===== src/rtl/hrm_pkg.sv =====
`default_nettype none
// ============================================================================
//  Module   : hrm_pkg
//  Brief    : Shared constants and encodings for the hrmcpu snapshot
//             controller: dump-mux chip selects, frame header default,
//             controller FSM states and frame item indices.
//  Revision : 1.0 - initial release
// ============================================================================
package hrm_pkg;

    // Dump-mux chip-select codes understood by the hrmcpu top
    localparam logic [2:0] M_INBOX  = 3'd0;
    localparam logic [2:0] M_OUTBOX = 3'd1;
    localparam logic [2:0] M_PC     = 3'd2;
    localparam logic [2:0] M_RAM    = 3'd3;
    localparam logic [2:0] M_REG    = 3'd4;
    localparam logic [2:0] M_INSTR  = 3'd5;

    // Default first byte of every snapshot frame
    localparam logic [7:0] HDR_DEFAULT = 8'hA5;

    // Controller sequencing states
    typedef enum logic [2:0] {
        ST_IDLE   = 3'd0,
        ST_HOLD   = 3'd1,
        ST_SETTLE = 3'd2,
        ST_SAMPLE = 3'd3,
        ST_COUNT  = 3'd4,
        ST_EMIT   = 3'd5,
        ST_DONE   = 3'd6
    } state_t;

    // Position within the snapshot frame
    typedef enum logic [3:0] {
        ITEM_HDR   = 4'd0,
        ITEM_PC    = 4'd1,
        ITEM_INSTR = 4'd2,
        ITEM_REG   = 4'd3,
        ITEM_NIN   = 4'd4,
        ITEM_IN    = 4'd5,
        ITEM_NOUT  = 4'd6,
        ITEM_OUT   = 4'd7,
        ITEM_CK    = 4'd8
    } item_t;

endpackage
`default_nettype wire


===== src/rtl/hrm_snapshot_ctrl_if.sv =====
`default_nettype none
// ============================================================================
//  Module   : hrm_snapshot_ctrl_if
//  Brief    : Bundles the dump-mux access bus (towards the hrmcpu) and the
//             byte stream (towards the UART TX). Signal prefixes are as seen
//             from the snapshot controller, which uses the master modport.
//  Revision : 1.0 - initial release
// ============================================================================
interface hrm_snapshot_ctrl_if #(
    parameter int LGFLEN = 5
);
    logic [2:0]        o_dmp_chip_select;
    logic [LGFLEN-1:0] o_dmp_fifo_pos;
    logic [7:0]        i_dmp_data;
    logic              i_dmp_valid;
    logic [7:0]        o_tx_data;
    logic              o_tx_valid;
    logic              i_tx_ready;

    modport master (
        output o_dmp_chip_select, o_dmp_fifo_pos, o_tx_data, o_tx_valid,
        input  i_dmp_data, i_dmp_valid, i_tx_ready
    );

    modport slave (
        input  o_dmp_chip_select, o_dmp_fifo_pos, o_tx_data, o_tx_valid,
        output i_dmp_data, i_dmp_valid, i_tx_ready
    );
endinterface
`default_nettype wire


===== src/rtl/hrm_tx_slot.sv =====
`default_nettype none
// ============================================================================
//  Module   : hrm_tx_slot
//  Brief    : One-entry output register with valid/ready hold semantics.
//             A push is taken only while empty; data is held unchanged until
//             the sink accepts it.
//  Revision : 1.0 - initial release
// ============================================================================
module hrm_tx_slot #(
    parameter int WIDTH = 8
) (
    input  wire logic             clk,
    input  wire logic             i_rst_n,
    input  wire logic             i_push,
    input  wire logic [WIDTH-1:0] i_data,
    output logic                  o_full,
    output logic [WIDTH-1:0]      o_data,
    output logic                  o_valid,
    input  wire logic             i_ready
);
    logic             r_valid;
    logic [WIDTH-1:0] r_data;

    // Load when empty, drop valid once the sink has taken the byte
    always_ff @(posedge clk or negedge i_rst_n) begin
        if (!i_rst_n) begin
            r_valid <= 1'b0;
            r_data  <= '0;
        end else if (i_push && !r_valid) begin
            r_valid <= 1'b1;
            r_data  <= i_data;
        end else if (r_valid && i_ready) begin
            r_valid <= 1'b0;
        end
    end

    assign o_full  = r_valid;
    assign o_valid = r_valid;
    assign o_data  = r_data;
endmodule
`default_nettype wire


===== src/rtl/hrm_snapshot_ctrl.sv =====
`default_nettype none
// ============================================================================
//  Module   : hrm_snapshot_ctrl
//  Brief    : Freezes the hrmcpu, walks its dump mux and serialises the CPU
//             state as HDR, PC, INSTR, REG, NIN, INBOX.., NOUT, OUTBOX.. on a
//             valid/ready byte stream.
//             Optional macro HRM_SNAP_CKSUM_EN appends a zero-sum checksum.
//  Revision : 1.0 - initial release
// ============================================================================
module hrm_snapshot_ctrl
    import hrm_pkg::*;
#(
    parameter int         LGFLEN      = 5,
    parameter int         HOLD_CYCLES = 4,
    parameter logic [7:0] HDR         = HDR_DEFAULT
) (
    input  wire logic           clk,
    input  wire logic           i_rst_n,
    input  wire logic           i_snap_req,
    output logic                o_busy,
    output logic                o_hold,
    hrm_snapshot_ctrl_if.master bus
);
    localparam int c_CW   = LGFLEN + 1;
    localparam int c_HC_W = (HOLD_CYCLES > 1) ? $clog2(HOLD_CYCLES) : 1;
    localparam logic [c_HC_W-1:0] c_HOLD_LOAD = c_HC_W'(HOLD_CYCLES - 1);
    localparam logic [LGFLEN-1:0] c_POS_MAX   = '1;
`ifdef HRM_SNAP_CKSUM_EN
    localparam logic c_CK_EN = 1'b1;
`else
    localparam logic c_CK_EN = 1'b0;
`endif

    state_t            r_state;
    item_t             r_item;
    logic              r_busy;
    logic              r_hold;
    logic [2:0]        r_sel;
    logic [LGFLEN-1:0] r_pos;
    logic [c_HC_W-1:0] r_holdcnt;
    logic [c_CW-1:0]   r_cnt;
    logic              r_counting;
    logic              r_smp_valid;
    logic [7:0]        r_byte;
    logic              r_pushed;

    logic              w_full;
    logic              w_push;
    logic              w_xfer;
    logic [7:0]        w_tx_data;
    logic              w_tx_valid;
    logic [7:0]        w_ck_byte;
    logic [c_CW-1:0]   w_cnt_inc;
    logic [c_CW-1:0]   w_pos_inc;
    logic              w_last;

    item_t             w_nxt_item;
    logic [2:0]        w_nxt_sel;
    logic [LGFLEN-1:0] w_nxt_pos;
    logic              w_nxt_counting;
    logic              w_nxt_ck;
    logic              w_nxt_finish;

    assign w_cnt_inc = r_cnt + c_CW'(1);
    assign w_pos_inc = {1'b0, r_pos} + c_CW'(1);
    assign w_last    = (w_pos_inc == r_cnt);
    assign w_push    = (r_state == ST_EMIT) && !r_pushed && !w_full;
    assign w_xfer    = w_tx_valid && bus.i_tx_ready;

    // Decide what follows the item whose byte is currently being transferred
    always_comb begin
        w_nxt_item     = r_item;
        w_nxt_sel      = r_sel;
        w_nxt_pos      = '0;
        w_nxt_counting = 1'b0;
        w_nxt_ck       = 1'b0;
        w_nxt_finish   = 1'b0;
        case (r_item)
            ITEM_HDR: begin
                w_nxt_item = ITEM_PC;
                w_nxt_sel  = M_PC;
            end
            ITEM_PC: begin
                w_nxt_item = ITEM_INSTR;
                w_nxt_sel  = M_INSTR;
            end
            ITEM_INSTR: begin
                w_nxt_item = ITEM_REG;
                w_nxt_sel  = M_REG;
            end
            ITEM_REG: begin
                w_nxt_item     = ITEM_NIN;
                w_nxt_sel      = M_INBOX;
                w_nxt_counting = 1'b1;
            end
            ITEM_NIN, ITEM_IN: begin
                if ((r_item == ITEM_NIN && r_cnt == '0) || (r_item == ITEM_IN && w_last)) begin
                    w_nxt_item     = ITEM_NOUT;
                    w_nxt_sel      = M_OUTBOX;
                    w_nxt_counting = 1'b1;
                end else begin
                    w_nxt_item = ITEM_IN;
                    w_nxt_sel  = M_INBOX;
                    w_nxt_pos  = (r_item == ITEM_NIN) ? '0 : r_pos + LGFLEN'(1);
                end
            end
            ITEM_NOUT, ITEM_OUT: begin
                if ((r_item == ITEM_NOUT && r_cnt == '0) || (r_item == ITEM_OUT && w_last)) begin
                    w_nxt_ck     = c_CK_EN;
                    w_nxt_finish = !c_CK_EN;
                end else begin
                    w_nxt_item = ITEM_OUT;
                    w_nxt_sel  = M_OUTBOX;
                    w_nxt_pos  = (r_item == ITEM_NOUT) ? '0 : r_pos + LGFLEN'(1);
                end
            end
            default: begin
                w_nxt_finish = 1'b1;
            end
        endcase
    end

`ifdef HRM_SNAP_CKSUM_EN
    logic [7:0] r_ck;

    // Running sum of every byte after the header; cleared between frames
    always_ff @(posedge clk or negedge i_rst_n) begin
        if (!i_rst_n) begin
            r_ck <= 8'd0;
        end else if (r_state == ST_IDLE) begin
            r_ck <= 8'd0;
        end else if (w_push && r_item != ITEM_HDR) begin
            r_ck <= r_ck + r_byte;
        end
    end

    assign w_ck_byte = 8'd0 - r_ck;
`else
    assign w_ck_byte = 8'd0;
`endif

    // Main sequencer: hold the CPU, walk the dump mux, feed the output slot
    always_ff @(posedge clk or negedge i_rst_n) begin
        if (!i_rst_n) begin
            r_state     <= ST_IDLE;
            r_item      <= ITEM_HDR;
            r_busy      <= 1'b0;
            r_hold      <= 1'b0;
            r_sel       <= M_PC;
            r_pos       <= '0;
            r_holdcnt   <= '0;
            r_cnt       <= '0;
            r_counting  <= 1'b0;
            r_smp_valid <= 1'b0;
            r_byte      <= 8'd0;
            r_pushed    <= 1'b0;
        end else begin
            case (r_state)
                ST_IDLE: begin
                    if (i_snap_req) begin
                        r_busy    <= 1'b1;
                        r_hold    <= 1'b1;
                        r_holdcnt <= c_HOLD_LOAD;
                        r_item    <= ITEM_HDR;
                        r_state   <= ST_HOLD;
                    end
                end
                ST_HOLD: begin
                    // The header needs no dump access, so it is staged directly
                    if (r_holdcnt == '0) begin
                        r_byte   <= HDR;
                        r_pushed <= 1'b0;
                        r_state  <= ST_EMIT;
                    end else begin
                        r_holdcnt <= r_holdcnt - c_HC_W'(1);
                    end
                end
                ST_SETTLE: begin
                    r_state <= ST_SAMPLE;
                end
                ST_SAMPLE: begin
                    r_byte      <= bus.i_dmp_data;
                    r_smp_valid <= bus.i_dmp_valid;
                    r_state     <= r_counting ? ST_COUNT : ST_EMIT;
                end
                ST_COUNT: begin
                    // Probe the next slot unless this one was empty or the last
                    if (r_smp_valid && (r_pos != c_POS_MAX)) begin
                        r_cnt   <= w_cnt_inc;
                        r_pos   <= r_pos + LGFLEN'(1);
                        r_state <= ST_SETTLE;
                    end else begin
                        r_cnt      <= r_smp_valid ? w_cnt_inc : r_cnt;
                        r_byte     <= r_smp_valid ? 8'(w_cnt_inc) : 8'(r_cnt);
                        r_counting <= 1'b0;
                        r_pushed   <= 1'b0;
                        r_state    <= ST_EMIT;
                    end
                end
                ST_EMIT: begin
                    if (!r_pushed) begin
                        if (!w_full) begin
                            r_pushed <= 1'b1;
                        end
                    end else if (w_xfer) begin
                        r_pushed <= 1'b0;
                        if (w_nxt_finish) begin
                            r_busy  <= 1'b0;
                            r_hold  <= 1'b0;
                            r_sel   <= M_PC;
                            r_pos   <= '0;
                            r_state <= ST_DONE;
                        end else if (w_nxt_ck) begin
                            r_item <= ITEM_CK;
                            r_byte <= w_ck_byte;
                        end else begin
                            r_item     <= w_nxt_item;
                            r_sel      <= w_nxt_sel;
                            r_pos      <= w_nxt_pos;
                            r_counting <= w_nxt_counting;
                            if (w_nxt_counting) begin
                                r_cnt <= '0;
                            end
                            r_state <= ST_SETTLE;
                        end
                    end
                end
                ST_DONE: begin
                    r_state <= ST_IDLE;
                end
                default: begin
                    r_state <= ST_IDLE;
                end
            endcase
        end
    end

    hrm_tx_slot #(
        .WIDTH (8)
    ) u_slot (
        .clk     (clk),
        .i_rst_n (i_rst_n),
        .i_push  (w_push),
        .i_data  (r_byte),
        .o_full  (w_full),
        .o_data  (w_tx_data),
        .o_valid (w_tx_valid),
        .i_ready (bus.i_tx_ready)
    );

    assign o_busy                = r_busy;
    assign o_hold                = r_hold;
    assign bus.o_dmp_chip_select = r_sel;
    assign bus.o_dmp_fifo_pos    = r_pos;
    assign bus.o_tx_data         = w_tx_data;
    assign bus.o_tx_valid        = w_tx_valid;
endmodule
`default_nettype wire


===== src/flat_wrapper.sv =====
// flat-port wrapper written by rule: the top's interface ports become plain ports
module hrm_snapshot_ctrl_flat import hrm_pkg::*;
#(
    parameter int         LGFLEN      = 5,
    parameter int         HOLD_CYCLES = 4,
    parameter logic [7:0] HDR         = HDR_DEFAULT
)
  (clk, i_rst_n, i_snap_req, o_busy, o_hold, bus_o_dmp_chip_select, bus_o_dmp_fifo_pos, bus_o_tx_data, bus_o_tx_valid, bus_i_dmp_data, bus_i_dmp_valid, bus_i_tx_ready);
  hrm_snapshot_ctrl_if #(.LGFLEN(LGFLEN)) bus_i ();
  input  wire logic clk;
  input  wire logic i_rst_n;
  input  wire logic i_snap_req;
  output logic o_busy;
  output logic o_hold;
  output wire logic [$bits(bus_i.o_dmp_chip_select)-1:0] bus_o_dmp_chip_select;
  output wire logic [$bits(bus_i.o_dmp_fifo_pos)-1:0] bus_o_dmp_fifo_pos;
  output wire logic [$bits(bus_i.o_tx_data)-1:0] bus_o_tx_data;
  output wire logic [$bits(bus_i.o_tx_valid)-1:0] bus_o_tx_valid;
  input wire logic [$bits(bus_i.i_dmp_data)-1:0] bus_i_dmp_data;
  input wire logic [$bits(bus_i.i_dmp_valid)-1:0] bus_i_dmp_valid;
  input wire logic [$bits(bus_i.i_tx_ready)-1:0] bus_i_tx_ready;
  assign bus_o_dmp_chip_select = bus_i.o_dmp_chip_select;
  assign bus_o_dmp_fifo_pos = bus_i.o_dmp_fifo_pos;
  assign bus_o_tx_data = bus_i.o_tx_data;
  assign bus_o_tx_valid = bus_i.o_tx_valid;
  assign bus_i.i_dmp_data = bus_i_dmp_data;
  assign bus_i.i_dmp_valid = bus_i_dmp_valid;
  assign bus_i.i_tx_ready = bus_i_tx_ready;
  hrm_snapshot_ctrl #(.LGFLEN(LGFLEN), .HOLD_CYCLES(HOLD_CYCLES), .HDR(HDR)) u_core (.clk(clk), .i_rst_n(i_rst_n), .i_snap_req(i_snap_req), .o_busy(o_busy), .o_hold(o_hold), .bus(bus_i));
endmodule

===== config.mk =====
export PLATFORM = sky130hd
export DESIGN_NAME = hrm_snapshot_ctrl_flat
export DESIGN_NICKNAME = d
export VERILOG_FILES = /design/src/rtl/hrm_pkg.sv /design/src/rtl/hrm_snapshot_ctrl_if.sv /design/src/rtl/hrm_tx_slot.sv /design/src/rtl/hrm_snapshot_ctrl.sv /design/src/flat_wrapper.sv
export SDC_FILE = /design/constraint.sdc
export NUM_CORES = 1
export LEC_CHECK = 0
export ABC_AREA = 1
export CAP_MARGIN = 20
export CORE_MARGIN = 3
export CORE_UTILIZATION = 50
export CTS_CLUSTER_DIAMETER = 150
export CTS_CLUSTER_SIZE = 12
export DETAILED_ROUTE_END_ITERATION = 7
export PLACE_DENSITY_LB_ADDON = 0.08
export SLEW_MARGIN = 20
export SYNTH_ARGS = -nofsm -noshare
export SYNTH_HDL_FRONTEND = slang
export SYNTH_SLANG_ARGS = --single-unit

===== constraint.sdc =====
create_clock -name clk -period 5.9 [get_ports clk]
set_input_delay 1.18 -clock clk [delete_from_list [all_inputs] [get_ports clk]]
set_output_delay 1.18 -clock clk [all_outputs]
set_load 0.1 [all_outputs]

After elaboration in Yosys (flattened, before gate mapping)
Index checks and enable logic that the tools add are counted.

Output and inout bits: 19. Register bits: 44.

Muxes and demuxes: 65. Eq/ne operators: 28. Add/subtract/negate cells: 4. Reduce and logical (&&, ||, !) cells: 37.

Operator list (count): 6-bit 2-to-1 mux (7); 5-bit 2-to-1 mux (8); 3-bit one-hot mux with 6 select lines (2); 3-bit 2-to-1 mux (8); 4-bit one-hot mux with 6 select lines (1); 8-bit one-hot mux with 3 select lines (1); 4-bit 2-to-1 mux (5); 5-bit one-hot mux with 2 select lines (2); 1-bit 2-to-1 mux (18); 4-bit by 3-bit equality test with 1-bit output, second input constant (4); 8-bit 2-to-1 mux (2); 5-bit AND reduction (3); 2-bit by 1-bit != test with 1-bit output, second input constant (6); 6-bit one-hot mux with 2 select lines (1); 1-bit logical AND (9); 3-bit AND reduction (3); 4-bit by 2-bit equality test with 1-bit output, second input constant (2); 2-bit != test, second input constant (4); 1-bit one-hot mux with 2 select lines (4); 4-bit one-hot mux with 2 select lines (1); 4-bit AND reduction (2); 2-bit nonzero test (4); 7-bit != test, second input constant (1); 7-bit AND reduction (1); other kinds (27) (35).

Depth between registers and ports, before layout
Gate-level depths: netlist (run 1).

Depth in word-level cells: 11. Gate-level depth with buffers: 15. Depth with buffers taken out: 15.

By module
Synthesis (run 1) repeated with hierarchy kept, for this count alone.

Cell total of the unflattened synthesis: 350. Area, all modules: 2671.3 sq um.

Modules (own cells, without submodules): hrm_snapshot_ctrl (instances 1, area each 2307.2 sq um, seq. area each 852.1 sq um, cells an instance 312); hrm_tx_slot (instances 1, area each 364.1 sq um, seq. area each 225.2 sq um, cells an instance 38).

Least setup slack after synthesis (run 1)
OpenSTA, ideal clock, no wires.

Kind: flip-flop to flip-flop. From: register u_core.r_pos[0], in the netlist u_core.bus.o_dmp_fifo_pos[0]. To: register u_core.r_item[0]. Data arrival time: 2.695 ns. Slack: 3.080 ns. Data required time: 5.775 ns. Stages on the path, launching flop included: 15. Path through: dfrtp_1 ha_1 nand2_1 nor2_1 ha_1 xnor2_1 nand3_1 nor2_2 nand2_2 nor2_4 nand2_4 nand2_4 nand2_4 o21ai_4 o21ai_1.

Cells in the longest elaborated chain, start to end: 10. Elaborated cells between the ends (all ways): 17. Those cells by class: add/sub: 1; eq/ne: 3; mux: 8; reduce/logical: 5.

Ends and longest elaborated chain: start, declared (line hrm_snapshot_ctrl.sv:39) `logic [LGFLEN-1:0] r_pos;`; start signal, assigned (line hrm_snapshot_ctrl.sv:190) `r_pos <= r_pos + LGFLEN'(1);`; start signal, assigned (line hrm_snapshot_ctrl.sv:219) `r_pos <= w_nxt_pos;`; 5-bit by 1-bit adder with 6-bit output * (line hrm_snapshot_ctrl.sv:65) `assign w_pos_inc = {1'b0, r_pos} + c_CW'(1);`; 6-bit equality test * (line hrm_snapshot_ctrl.sv:66) `assign w_last = (w_pos_inc == r_cnt);`; 1-bit logical AND (line hrm_snapshot_ctrl.sv:97) `if ((r_item == ITEM_NIN && r_cnt == '0) || (r_item == ITEM_IN && w_last)) begin`; 1-bit logical OR (line hrm_snapshot_ctrl.sv:97); 2-bit 2-to-1 mux (line hrm_snapshot_ctrl.sv:97); 4-bit one-hot mux with 6 select lines (line hrm_snapshot_ctrl.sv:78) `case (r_item)`; 4-bit 2-to-1 mux (line hrm_snapshot_ctrl.sv:207) `if (w_nxt_finish) begin`; 4-bit 2-to-1 mux (line hrm_snapshot_ctrl.sv:205) `end else if (w_xfer) begin`; 4-bit 2-to-1 mux (line hrm_snapshot_ctrl.sv:201) `if (!r_pushed) begin`; 4-bit one-hot mux with 2 select lines (line hrm_snapshot_ctrl.sv:158) `case (r_state)`; end signal, assigned (line hrm_snapshot_ctrl.sv:217) `r_item <= w_nxt_item;`; end, declared (line hrm_snapshot_ctrl.sv:35) `item_t r_item;`.

Every way passes the cells marked *; elsewhere a longest branch is shown, timed or not. The select of a mux whose other input is x is not followed. A chain may end at the register's enable or synchronous reset.

Worst setup path in the final report (run 1)
From: register u_core.r_pos[0], in the netlist u_core.bus.o_dmp_fifo_pos[0]. To: output port bus_o_dmp_fifo_pos[0].

RTL lines: end, declared (line flat_wrapper.sv:16) `output wire logic [$bits(bus_i.o_dmp_fifo_pos)-1:0] bus_o_dmp_fifo_pos;`.

No word-level cell between the ends.

==> reports/results.txt, run 1 <==
The run finished with clean final reports. Measured against its own limit, the worst slew margin works out to 34.9%. The number of distinct standard cells referenced by the synthesized netlist is 40, and the number of core rows is 25. The area added between synthesis and finish was 18.3%. The tools report the hold violation total from the final report as 0. For the final routed database, the setup TNS stands at 0 ps.

In this run the worst path has a maximum fanout of 7. The run gives 331 as the number of cells produced by synthesis. For this run, the number of Yosys warnings is 0.

The tree is rooted in a clkbuf_8. The diode insertion count for antenna repair is 0. TritonCTS built the clock tree. The tools report the violation count after the first detailed-route iteration as 140. The tools report the number of routed nets with antenna violations as 0. The xor and xnor area share after synthesis was 1.37%.

The final design utilization was 62.6%. In the synthesized netlist, mux cells make up 1.76% of the area. In this run the count of I/O pins placed on the die edge is 32. For this block, the routed nets add up to 5.59 mm of wire.

Once detailed placement completed, the half-perimeter wirelength came to 4.20 mm. For this configuration, the core starts out at a cell density of 52.9%. After layout, the worst path uses 53.5% of the clock period. The count of input and output buffers works out to 31.

Across all layers, the routed design uses 2264 vias. The clock passes through at most 2 buffers. The critical path goes through clkdlybuf4s50_1. Of the post-synthesis cell area, the dominant cell type holds 41.0%. On the final layout, the worst clock skew is 8.94 ps. The fill cell total of the finished layout was 434; the clock latency reported for the late side of the worst-skew pair was 300 ps. The run gives 0.894 as the weighted congestion at the end of routability-driven global placement.

Hold repair after CTS inserted 0 buffers. The post-route netlist has 13.4% of its cells at a drive strength greater than 1. After detailed routing, the number of remaining DRC violations is 0. Initial antenna violation count: 0.

Setup repair after global routing left no endpoint under its margin. The first global-routing pass estimated 9.92 mm of wire. Grouping stages by cell kind, the critical path spends the most delay in buffers and inverters.

Setup violations remaining at the end of the flow were counted as 0. Summing every instance area after synthesis gives 0.00256 mm^2. Synthesis produced a netlist with a net count of 349.

In the synthesized netlist the dominant register cell turns out to be dfrtp_1. The slowest stage of the critical path is the clkdlybuf4s50_1 cell. The worst setup path is captured at an output port. The die area was 0.00603 mm^2.

For the total clock sinks, the log shows 43. Counting I/O delays and the setup requirement, the final critical path takes 3160 ps. Each instance of the synthesized netlist takes up on average 7.75 um^2. Sorting the synthesized cells by area gives the leading types as dfrtp_1 (41%), nand2_1 (12%), inv_1 (5.3%). Summing the sequential cell areas from Yosys gives 42.0% of the chip area. Final design area excluding fillers: 0.00303 mm^2. The number of setup buffers added after CTS is 0. The count of flip-flops with a built-in enable after synthesis is 0.

The critical path is of the flop to output port type. Entering global routing, the biggest net connects 44 pins. The die width was 77.6 um; the synthesized flop and latch total was 43. The most used standard cell by instance count after synthesis was nand2_1. The largest stage delay on the critical path was 1180 ps; the power density over the cells was 589 mW/mm^2. The H-tree generated during clock tree synthesis spans 2 levels. The required time reported for the critical path endpoint is 4720 ps.

After detailed placement, the total cell area comes to 0.00293 mm^2. The final-stage net count came out at 382. Across the VDD grid, the largest voltage drop is 0.354 mV. After synthesis, the largest family of logic cells by area is simple AND/OR/NAND/NOR gates.

For the maximum clock frequency, the log shows 0.317 GHz. Dividing the detail-routed via count by the number of cells gives 5.24. The worst path buffer plus inverter count works out to 1.

The worst setup path is launched from a flop. Summed over all layers, the global routing overflow is 0. Of all flip-flops after synthesis, the portion carrying an async set or reset was 100%. The tool flagged a number of max-cap violations equal to 0. Cell type with the largest total area after synthesis: dfrtp_1. The first detailed-routing pass ran for 5 iterations. The adder and majority cell fraction of the synthesized area works out to 2.44%. The slew at the pin closest to its max-slew limit came out at 973 ps. The area fraction in and, or, nand and nor cells after synthesis came out at 31.2%. Count of final max-slew check failures: 0. The register clock-pin slew on the reported worst setup and hold paths came out at 80 ps. The average detailed-routed wire length per instance works out to 12.9 um. The analysis attributes to cell leakage a power of 1.44 nW.

For the number of clock buffers inserted by TritonCTS, the log shows 5. For the number of global-route vias before repair, the log shows 2165. The global-route usage over all layers is 20.3%. Synthesized-area fraction occupied by ao, oa, aoi and oai cells: 13.5%. The count of cells resized by post-cts repair is 0, and the die extent in y is 77.6 um. Before CTS, the worst setup slack after placement is 3070 ps. Data on the critical path arrives at its endpoint at 1980 ps. The min-delay analysis places its worst path in the category flop to flop.

The post-layout total power was 0.00179 W; the area of the core was 0.00485 mm^2. In the post-route analysis, the smallest setup slack over all paths is 2740 ps. Counting instances in the post-synthesis netlist gives the leading cell types as nand2_1 (85), dfrtp_1 (42), inv_1 (36).
[metrics by stage]
stage	hold WS, ps	std cells
detailed placement	470	424
floorplan	442	331
finish	482	432
global placement	461	424
CTS	488	432
global route	511	432
[per-layer routing]
metal  global-route usage, %  wire (um)  vias up
met3                    4.29        295       11
met5                       0          0        -
met1                    28.2       2680     1050
met4                    7.47        103        0
li1                        -          -     1140
met2                    31.2       2510       63
[layout by cell type (no fill, tap or decap), types with 2 or more instances in the layout]
cell              n
dfrtp_1          42
inv_2             9
nand2_1          85
nor2_1           32
nand3_1          15
inv_1            36
xor2_1            3
nand3_2           2
o21ai_2           2
nand4_1           5
clkbuf_8          5
nand2_2          10
clkbuf_1          2
ha_1              5
a31oi_1           3
nand2_4           3
o211ai_1          4
nor2_2            3
mux2_2            3
o2111ai_1         2
a21oi_1          18
nor2_4            4
o21ai_0          13
o21ai_1          10
clkdlybuf4s50_1  30
nor3_1            3
[final timing paths]
| kind | cells after the start | from | end | slack (ps) |
|---|---|---|---|---|
| min in group asynchronous | 1 | i_rst_n | u_core.r_byte[4] | 1020 |
| worst max register to register | 15 | u_core.bus.o_dmp_fifo_pos[0] | u_core.r_cnt[1] | 3440 |
| worst min-delay path | 1 | u_core.r_holdcnt[1] | u_core.r_holdcnt[1] | 480 |
| worst max-delay path | 1 | u_core.bus.o_dmp_fifo_pos[0] | bus_o_dmp_fifo_pos[0] | 2740 |
| worst min register to register | 1 | u_core.r_holdcnt[1] | u_core.r_holdcnt[1] | 480 |
| max in group asynchronous | 1 | i_rst_n | u_core.u_slot.o_data[7] | 4280 |
[report_power, final]
| part | internal [W] | switching (W) |
|---|---|---|
| Clock | 0.000127 | 0.000101 |
| Combinational | 0.000298 | 0.000764 |
| Sequential | 0.000404 | 0.0000937 |
[layout make-up]
cell class | count | area [um^2] | area share, %
clock buffer | 7 | 76.3 | 2.52
timing repair buffer | 31 | 305 | 10.1
tap | 67 | 83.8 | 2.76
sequential | 43 | 1080 | 35.5
multi-input combinational | 237 | 1290 | 42.5
inverter | 46 | 173 | 5.69
clock inverter | 1 | 30.0 | 0.990
[cells by family after synthesis]
family / Yosys count
and+or+nand+nor: 166
AOI/OAI and AO/OA: 58
buffers and inverters: 51
DFF: 43
adders and majority gates: 5
xor gates and xnor gates: 4
muxes: 4
[sequential cells by signal (all words and copies together), names as in the netlist]
| signal | cells |
|---|---|
| u_core.u_slot.o_data | 8 |
| u_core.bus.o_dmp_chip_select | 3 |
| u_core.r_pushed | 1 |
| u_core.r_counting | 1 |
| u_core.r_state | 3 |
| u_core.r_item | 3 |
| u_core.r_byte | 8 |
| u_core.bus.o_dmp_fifo_pos | 5 |
| u_core.r_cnt | 6 |
| u_core.u_slot.o_full | 1 |
| u_core.o_busy | 1 |
| u_core.r_smp_valid | 1 |
| u_core.r_holdcnt | 2 |
No activity file was read; power rests on OpenSTA's default activity.
==> inputs of run 2 (changes only) <==
- clock period: 5.9 -> 2.75 ns (I/O delays scaled with it)
==> reports/results.txt, run 2 (same netlist as run 1, synthesis figures left out) <==
The diode insertion count for antenna repair was 0 (unchanged); the detailed placer's ending HPWL was 4.24 mm (+1.0%). The final design utilization is 61.9% (-0.65 points). The average vias per placed instance is 5.13 (-2.2%).

The global-route wire length before repair was 10.0 mm (+1.1%). The share of cells above drive strength 1 is 19.9% (+6.5 points). The endpoint of the worst register-to-register path was u_core.r_cnt[1]. The hold violation total from the final report was 0 (unchanged). DRC violations left: 0 (unchanged).

The library cell used most frequently in the layout, excluding fill and tap cells, is nand2_1. Relative to the synthesized area, the layout overhead comes to 17.1%. The logs give 32 (unchanged) for the I/O pin count and 2208 (+2.0%) for the number of global-route vias before repair. The die area was 0.00603 mm^2 (unchanged); the count of cells resized by post-cts repair was 0 (unchanged). The largest stage delay on the critical path is 460 ps (-720 ps).

The highest-delay cell along the critical path is dfrtp_2. The final critical path takes up 87.3% of the cycle. The tools report the weighted congestion at the end of routability-driven global placement as 0.926 (+3.6%). The worst setup path is captured at a flop.

Post-CTS repair timing setup buffer count: 0 (unchanged). Setup total negative slack: 0 ps (unchanged). The clock latency reported for the late side of the worst-skew pair is 300 ps (about the same).

The buffer levels on the longest clock path is 2 (unchanged). The hold buffer count at CTS was 0 (unchanged); the initial cell density of the core was 52.9% (unchanged). The logs give 2990 ps (-1730 ps) for the required time reported for the critical path endpoint and 0.416 GHz for the maximum clock frequency.

The data arrival at the endpoint of the critical path is 2640 ps (+660 ps), and the count of input and output buffers is 31 (unchanged). The number of logic stages on the critical path including buffering is 15 (+14), and the number of core rows is 25 (unchanged). The switching share of power came out at 54.2% (+0.52 points). The worst path buffer plus inverter count was 0 (-1); the register clock-pin slew on the reported worst setup and hold paths was 90 ps (about the same). Aggregate global routing overflow: 0 (unchanged). The run gives 2220 (-1.9%) as the via count of the routed design.

The family of cells with the greatest summed delay on the critical path is simple AND/OR/NAND/NOR gates. The global-route usage over all layers was 20.6% (+0.29 points); the die extent in y was 77.6 um (unchanged). The die width works out to 77.6 um (unchanged).

The critical path in this run is classified as flop to flop. In the layout the commonest cells are nand2_1 (85), dfrtp_1 (40), inv_1 (36), nor2_1 (32), buf_4 (20). The final-stage net count was 383 (+0.26%). Maximum clock skew at final layout: 7.22 ps (-1.72 ps). The run gives 0 (unchanged) as the count of final max-slew check failures. The run gives 0 (unchanged) as the number of endpoints failing setup at the final stage.

The clock period could shrink to 2400 ps. Largest driver fanout on the critical path: 7 (unchanged). CTS placed an instance of clkbuf_8 at the clock tree root. The worst hold path belongs to the class input pin to async pin. The internal power of the cells was 0.00175 W (+110%); the violation count after the first detailed-route iteration was 135 (-3.6%). The max-slew headroom at the worst pin was 64.1% (+29 points).

The slew at the pin closest to its max-slew limit works out to 539 ps (-434 ps). The critical path goes through ha_1 -> nand2_1 -> nor2_1 -> ha_1 -> xnor2_1 -> nand3_1 -> nor2_2 -> nand2_2 -> nor2_4 -> nand2_4 -> nand2_4 -> nand2_4 -> nand4_4 -> nand2_1 -> nand2_1. The number of cells on the worst reg-to-reg path works out to 15 (unchanged). The run finished with clean final reports. The run gives 0.706 mV (+99%) as the maximum resistive drop on vdd.

In this run the critical register-to-register path is launched from u_core.bus.o_dmp_fifo_pos[0]. Largest net degree at the start of global routing: 44 (unchanged). The tools report the net switching component of the power as 0.00206 W (+120%).

The slack of the worst reg-to-reg path came out at 350 ps (-3090 ps). The most critical setup path has its startpoint at u_core.bus.o_dmp_fifo_pos[0]. The fraction of power consumed by the clock network was 13.1% (+0.4 points); the average detailed-routed wire length per instance was 12.9 um (-0.27%).

The portion of total power attributed to combinational logic is 58.7% (-0.7 points). The power density over the cells came out at 1270 mW/mm^2 (+120%). The capture point of the critical path is u_core.r_cnt[1]. The max-capacitance violation count was 0 (unchanged).

Number of clock buffers inserted by TritonCTS: 5 (unchanged). The tools report the total clock sinks as 43 (unchanged). The area of the core is 0.00485 mm^2 (unchanged), and the reported leakage power is 1.47 nW (+1.9%). For the initial antenna violation count, the log shows 0 (unchanged).

The run gives 4 (-1) as the first-pass iteration count of the detailed router. Setup repair after global routing left no endpoint under its margin. The tools report the kind of start point of the critical path as a flop.

TritonCTS built the clock tree. The total length of routed wires is 5.59 mm (about the same), and the maximum level of the CTS H-tree is 2 (unchanged). The sequential share of power is 28.2% (+0.4 points), and the number of routed nets with antenna violations is 0 (unchanged).
## run 2: cell types whose count changed in the layout (fill, tap and decap cells not counted), sizes merged
cell           previous run  this run
buf                       1        21
clkdlybuf4s50            30        11
clkbuf                    7         5
clkinv                    1         3
## run 2: final cells by class
type                    instances  area (um^2)
fillers                       449         1850
multi-input cells             237         1290
flip-flops and latches         43         1080
repair buffers                 32          265
inverters                      46          173
well taps                      67         83.8
clock buffers                   5         68.8
clock inverters                 3         43.8
## run 2: worst min path at each step
| stage | endpoint | startpoint | cells past startpoint | slack, ps |
|---|---|---|---|---|
| 2_1_floorplan | u_core.bus.o_dmp_chip_select[0] | i_rst_n | 0 | 250 |
| 3_3_place_gp | u_core.r_holdcnt[1] | u_core.r_holdcnt[1] | 1 | 460 |
| 3_5_place_dp | u_core.r_counting | u_core.r_counting | 2 | 470 |
| 4_1_cts | u_core.u_slot.o_data[4] | i_rst_n | 2 | 330 |
| 5_1_grt | u_core.u_slot.o_data[6] | i_rst_n | 2 | 350 |
| 6_report | u_core.u_slot.o_data[4] | i_rst_n | 2 | 320 |
## run 2: layer usage
metal	wire length [um]	track usage [%]	up-vias
li1	-	-	1138
met1	2730	28.8	1024
met2	2540	31.7	49
met3	228	4.18	9
met4	88	7.30	0
met5	0	0	-
## run 2: power by group through the flow
stage	clock network, W	logic [W]	registers (W)
final	0.000499	0.00223	0.00108
after CTS	0.000511	0.00224	0.00108
after floorplan	0	0.00112	0.00173
after global routing	0.000547	0.00244	0.00112
after global placement	0	0.00223	0.00108
after detailed placement	0	0.00224	0.00109
## run 2: per-stage QoR
stage                     total power (W)  cells  cell area [um^2]  worst slack [ps]  hold WS [ps]
after detailed placement          0.00333    425              2890               372           470
after floorplan                   0.00285    331              2570               116           254
after global routing              0.00410    433              3000               161           351
after CTS                         0.00383    433              3000               344           334
final                             0.00381    433              3000               349           318
after global placement            0.00331    425              2890               486           462
